File: src/rtl/bottle_crate_counter.sv
// Bottling-line controller: counts filled bottles into crates, tracks a BCD crate
// tally and the cork stock, and sequences the conveyor through IDLE/RUN/FULL/NO_CORK.
module bottle_crate_counter #(
   parameter int CRATE_SIZE = 12
) (
   input  logic       clk,
   input  logic       reset,
   input  logic       enable,
   input  logic       bottle_sensor,
   input  logic       crate_ack,
   input  logic       cork_load,
   input  logic [3:0] cork_value,
   output logic [3:0] bottle_count,
   output logic [3:0] crate_count,
   output logic       crate_full,
   output logic       crate_ovf,
   output logic       cork_empty,
   output logic       conveyor_run,
   output logic [1:0] state
);

   typedef enum logic [1:0] {
      IDLE    = 2'b00,
      RUN     = 2'b01,
      FULL    = 2'b10,
      NO_CORK = 2'b11
   } state_t;

   localparam logic [3:0] LAST_BOTTLE = 4'(CRATE_SIZE - 1);

   // 4-bit ripple-carry adder; adding 4'hF gives a decrement.
   function automatic logic [3:0] rca4(input logic [3:0] a, input logic [3:0] b);
      logic [3:0] s;
      logic       c;
      c = 1'b0;
      for (int i = 0; i < 4; i++) begin
         s[i] = a[i] ^ b[i] ^ c;
         c    = (a[i] & b[i]) | (c & (a[i] ^ b[i]));
      end
      return s;
   endfunction

   state_t     state_q, state_d;
   logic [3:0] bottle_q, bottle_d;
   logic [3:0] crate_q, crate_d;
   logic [3:0] stock_q, stock_d;
   logic       sensor_q;
   logic       ovf_q, ovf_d;
   logic       full_q, run_q, empty_q;
   logic       edge_det, counted, last;

   always_comb begin
      state_d  = state_q;
      bottle_d = bottle_q;
      crate_d  = crate_q;
      stock_d  = stock_q;
      ovf_d    = 1'b0;

      edge_det = bottle_sensor & ~sensor_q;
      // The stock guard covers the single RUN cycle after the last cork is used.
      counted  = (state_q == RUN) & enable & ~cork_load & edge_det & (stock_q != 4'd0);
      last     = (bottle_q == LAST_BOTTLE);

      if (cork_load)
         stock_d = cork_value;
      else if (counted)
         stock_d = rca4(stock_q, 4'hF);

      if (counted) begin
         if (last) begin
            bottle_d = 4'd0;
            if (crate_q == 4'd9) begin
               crate_d = 4'd0;
               ovf_d   = 1'b1;
            end else begin
               crate_d = rca4(crate_q, 4'd1);
            end
         end else begin
            bottle_d = rca4(bottle_q, 4'd1);
         end
      end

      unique case (state_q)
         IDLE:
            if (enable) state_d = (stock_q != 4'd0) ? RUN : NO_CORK;
         RUN:
            if (counted && last)       state_d = FULL;
            else if (!enable)          state_d = IDLE;
            else if (stock_q == 4'd0)  state_d = NO_CORK;
         FULL:
            if (crate_ack) begin
               if (stock_q == 4'd0) state_d = NO_CORK;
               else                 state_d = enable ? RUN : IDLE;
            end
         NO_CORK:
            if (stock_q != 4'd0) state_d = enable ? RUN : IDLE;
         default: state_d = IDLE;
      endcase
   end

   always_ff @(posedge clk) begin
      if (reset) begin
         state_q  <= IDLE;
         bottle_q <= 4'd0;
         crate_q  <= 4'd0;
         stock_q  <= 4'd0;
         sensor_q <= 1'b0;
         ovf_q    <= 1'b0;
         full_q   <= 1'b0;
         run_q    <= 1'b0;
         empty_q  <= 1'b1;
      end else begin
         state_q  <= state_d;
         bottle_q <= bottle_d;
         crate_q  <= crate_d;
         stock_q  <= stock_d;
         sensor_q <= bottle_sensor;
         ovf_q    <= ovf_d;
         full_q   <= (state_d == FULL);
         run_q    <= (state_d == RUN);
         empty_q  <= (stock_d == 4'd0);
      end
   end

   assign bottle_count = bottle_q;
   assign crate_count  = crate_q;
   assign crate_full   = full_q;
   assign crate_ovf    = ovf_q;
   assign cork_empty   = empty_q;
   assign conveyor_run = run_q;
   assign state        = state_q;

endmodule
File: config.mk
export PLATFORM = sky130hd
export DESIGN_NAME = bottle_crate_counter
export DESIGN_NICKNAME = d
export VERILOG_FILES = /design/src/rtl/bottle_crate_counter.sv
export SDC_FILE = /design/constraint.sdc
export NUM_CORES = 1
export LEC_CHECK = 0
export CAP_MARGIN = 25
export CELL_PAD_IN_SITES_DETAIL_PLACEMENT = 1
export CELL_PAD_IN_SITES_GLOBAL_PLACEMENT = 2
export CORE_MARGIN = 10
export CORE_UTILIZATION = 25
export CTS_CLUSTER_DIAMETER = 200
export DETAILED_ROUTE_END_ITERATION = 10
export PLACE_DENSITY = 0.82
export SETUP_SLACK_MARGIN = 0.15
export SYNTH_ARGS = -nofsm -noshare
export SYNTH_HDL_FRONTEND = slang
export SYNTH_SLANG_ARGS = --single-unit
File: constraint.sdc
create_clock -name clk -period 1.7 [get_ports clk]
set_input_delay 0.425 -clock clk [delete_from_list [all_inputs] [get_ports clk]]
set_output_delay 0.425 -clock clk [all_outputs]
set_load 0.005 [all_outputs]
---- After elaboration in Yosys (flattened, before gate mapping) ----
Index checks and enable logic that the tools add are counted.
storage, ports and cells
  register bits ........................... 19
  bits of input ports ..................... 10
  output and inout port bits .............. 14
  logic and storage cells ................. 70
cells by class
  eq/ne operators ......................... 7
  multiplexer cells ....................... 15
  bitwise gates (word level) .............. 32
  reduce and logical (&&, ||, !) cells .... 7
operators by type and width
  cell                number
  $mux 2              8
  $mux 4              4
  $and 1x1->1         11
  $not 1->1           10
  $xor 1x1->1         9
  $eq 4x4->1 const B  2
  $logic_not 4->1     2
  $pmux 2 s4          1
  $eq 2x2->1 const B  3
  $eq 2x1->1 const B  2
  $reduce_bool 4->1   1
  $reduce_or 3->1     1
  $logic_not 2->1     1
  $mux 1              2
  $or 1x1->1          2
  $reduce_and 2->1    1
  $logic_and 1x1->1   1

---- Logic depth before layout (Yosys ltp) ----
  word-level depth ........................ 9
  gate-level depth with buffers ........... 7
  mapped depth without buffers ............ 7

---- Worst setup path after synthesis ----
No wires, ideal clock.
  kind .................................... register -> register
  start ................................... reg stock_q[0]
  end ..................................... reg empty_q (netlist: cork_empty)
  setup time .............................. 0.060 ns
  data arrival time ....................... 1.609 ns
  required time ........................... 1.640 ns
  setup slack ............................. 0.031 ns
  stages on the path, launching flop included .. 8
  period minus slack after synthesis ...... 1.669 ns
  path through ............................ dfxtp_1 > inv_1 > ha_1 > nor3b_4 > nor3_4 > or2_2 > a22oi_1 > a41o_1
on the way
  longest elaborated chain between the ends .. 8
  elaborated cells between the ends (all ways) .. 13
RTL lines
  what                    RTL line  text
  from (decl)             46        logic [3:0] stock_q, stock_d;
  from (signal assigned)  116       stock_q <= stock_d;
  $and 1x1->1             38        c = (a[i] & b[i]) | (c & (a[i] ^ b[i]));
  $or 1x1->1              38
  $and 1x1->1             38
  $or 1x1->1              38
  $xor 1x1->1             37        s[i] = a[i] ^ b[i] ^ c;
  $mux 4 (*)              66        else if (counted)
  $mux 4 (*)              64        if (cork_load)
  $logic_not 4->1 (*)     121       empty_q <= (stock_d == 4'd0);
  to (signal assigned)    121
  to (decl)               49        logic full_q, run_q, empty_q;
Mark *: on every way between the ends. The rest lies on a longest branch, timed or not.
A chain may end at the register's enable or synchronous reset.

---- Final worst setup path ----
  start ................................... reg stock_q[1]
  end ..................................... reg empty_q (netlist: cork_empty)
on the way
  longest elaborated chain between the ends .. 9
  elaborated cells between the ends (all ways) .. 13
RTL lines
  what                 RTL line
  $not 1->1 (no line)  n/a
  $and 1x1->1          38
  $or 1x1->1           38
  $and 1x1->1          38
  $or 1x1->1           38
  $xor 1x1->1          37
  $mux 4 (*)           66
  $mux 4 (*)           64
  $logic_not 4->1 (*)  121
Marks and branches as above.

==> metrics.txt <==
Core Region=3610 µm²; Synth top area share=41.2%; DRT iter0 DRCs=23; Synth Register Bits=19; fin crit share=96.8%; CTS HTree Levels=1; fmax=608 MHz; Cell variety after synth=31; Clock Sinks=19; largest net degree at the start of global routing=14; hold buffers post-CTS=0; initial antenna violation count=0; Area Growth Syn to Fin=61.7%; Final Setup Violations=0; CP Max Fanout=5; Antenna diodes=0; initial core utilization=25.6%; Vias per Instance=4.57; Clock Path Buffers=2; Post-Synth Simple-Gate Area=29.0%; RSZ-0062 raised after global routing=true; via count=836; final hold violation count=0; Pre-antenna DRT Iters=4; largest cells by area after synthesis=dfxtp_1 (41%), ha_1 (8.1%), nor2_1 (5.3%); first-pass GRT wire length=4110 µm; clock root buffer=clkbuf_8; WL/cell=14.6 µm; Setup Skew=0.00238 ns; final weighted congestion in routability-driven placement=0.718; largest area contributor in the netlist=dfxtp_1; Slew headroom=74.7%; Die Wd=80.8 µm; commonest non-fill, non-tap cell in the layout=nor2_1; detailed placer's ending HPWL=2010 µm; Synth Warn #=0; vias in the first global route=889; Period minus WS final=1.65 ns; die area=6520 µm²; dpl cells=174; num rows=22; Worst-Margin Slew=0.379 ns; peak supply drop=229 µV; main combinational cell family by area after synthesis=simple AND/OR/NAND/NOR gates; Crit path arrival time=1.85 ns; P_leak=0.000641 µW; mux cell area share after synthesis=4.34%; Hold Path Class=register to register; Ports=24; Avg Inst Size Synth=9.72 µm²; Slew Limit Fails=0; Synth Cell Area=923 µm²; status=complete, no violations; Clk Latency, worst-skew pair=0.26 ns; Die Y=80.8 µm; Power Density=645 nW/µm²; layout cells sized above 1=37.8%; drt drc=0; Compound-Gate Fraction of Synth Area=11.1%; final WL=2670 µm; port buffer count=23; Crit. End Element=register; antenna viol nets, final=0; Worst Setup Start Kind=register; post-synthesis xor/xnor area fraction=3.79%; Mapped Nets=111; grt total ovfl=0; Max-cap violations=0; crit path kind=register to register; Post-Place Worst Slack=-0.376 ns; Post-Synth Adder-Cell Area=8.13%; Num CTS Buffers=3; CTS tree=built; Syn Inst Count=95; Final nets=152; sequential share of the synthesized area=41.2%; Req. time, crit path=1.90 ns; non-filler cells, final=183; most frequent cells in the layout=nor2_1 (12), dfxtp_1 (11), dlygate4sd2_1 (11), buf_4 (11), clkdlybuf4s50_1 (10); All-Layer GR Usage=8.25%; Worst-path clk slew=0.07 ns; final setup margin=0.0543 ns
final cells by class:
type | instances | area (µm²)
Clock buffer | 4 | 45.0
Fill cell | 408 | 2110
Inverter | 4 | 15.0
Multi-Input combinational cell | 70 | 633
Sequential cell | 19 | 393
Tap cell | 48 | 60.1
Timing Repair Buffer | 38 | 347
sequential cells by signal (all words and copies together), names as in the netlist:
register,flops
bottle_count,4
crate_count,4
stock_q,4
state,2
conveyor_run,1
cork_empty,1
crate_full,1
crate_ovf,1
sensor_q,1
cell families after synthesis:
family | count (synthesis)
adders and majority gates | 6
and+or+nand+nor | 40
AOI/OAI and AO/OA | 16
muxes | 4
DFF | 19
buffers and inverters | 6
xor gates and xnor gates | 4
cells in the mapped netlist, drive strengths merged:
library cell,instances
ha,6
or2,1
nor4,3
nand4bb,1
xnor2,3
or4,1
nand2b,2
dfxtp,19
nor2b,4
xor2,1
a31o,1
inv,4
a21boi,1
a41o,1
nand3b,3
nand2,3
and2,2
clkbuf,2
a21o,1
nor3,5
o22ai,1
nand3,1
o21ai,2
nor2,13
a22oi,2
mux2i,4
nor3b,1
o31ai,1
a21oi,6
report_power, final:
part           switching [µW]  internal (µW)
Sequential               12.5            460
Combinational            79.4           90.9
Clock                     154            167
Total                     246            717
layer usage:
layer  global-route usage (%)  vias to the layer above  share of wire (%)
li1                         -                      414                  -
met1                     8.50                      399                 42
met2                     14.0                       19                 49
met3                     3.31                        4                7.0
met4                     4.67                        0                1.9
met5                        0                        -                  0
repair_timing:
action / 4_1_cts / 5_1_grt
buffers inserted: 4 / 1
gates resized for setup: 37 / 10
endpoints found under the setup margin: 28 / 17
pin swaps: 11 / 13
worst paths after layout:
path                        from             end  slack [ns]  depth (start not counted)
hold reg to reg   crate_count[2]  crate_count[2]        0.48                          2
setup reg to reg      stock_q[1]      cork_empty        0.05                          7
setup / recovery      stock_q[1]      cork_empty        0.05                          7
hold / removal    crate_count[2]  crate_count[2]        0.48                          2
worst max-delay path: stages, from the launching register on:
cell,delay (ns)
dfxtp_2,0.33
inv_2,0.07
ha_4,0.14
nor3b_4,0.36
nor3_4,0.11
or2_4,0.24
a22oi_2,0.15
a41o_1,0.19
through the flow:
step	hold slack (ns)	instance area [µm²]	power (µW)	utilization, %	setup TNS, ns
after floorplan	0.477	936	557	-	0
after global placement	0.486	1290	624	35.9	-3.55
after detailed placement	0.497	1290	629	35.9	-3.89
after CTS	0.487	1440	973	39.9	0
after global routing	0.519	1490	1020	41.4	-0.0131
final	0.482	1490	963	41.4	0
No activity file was read; power rests on OpenSTA's default activity.
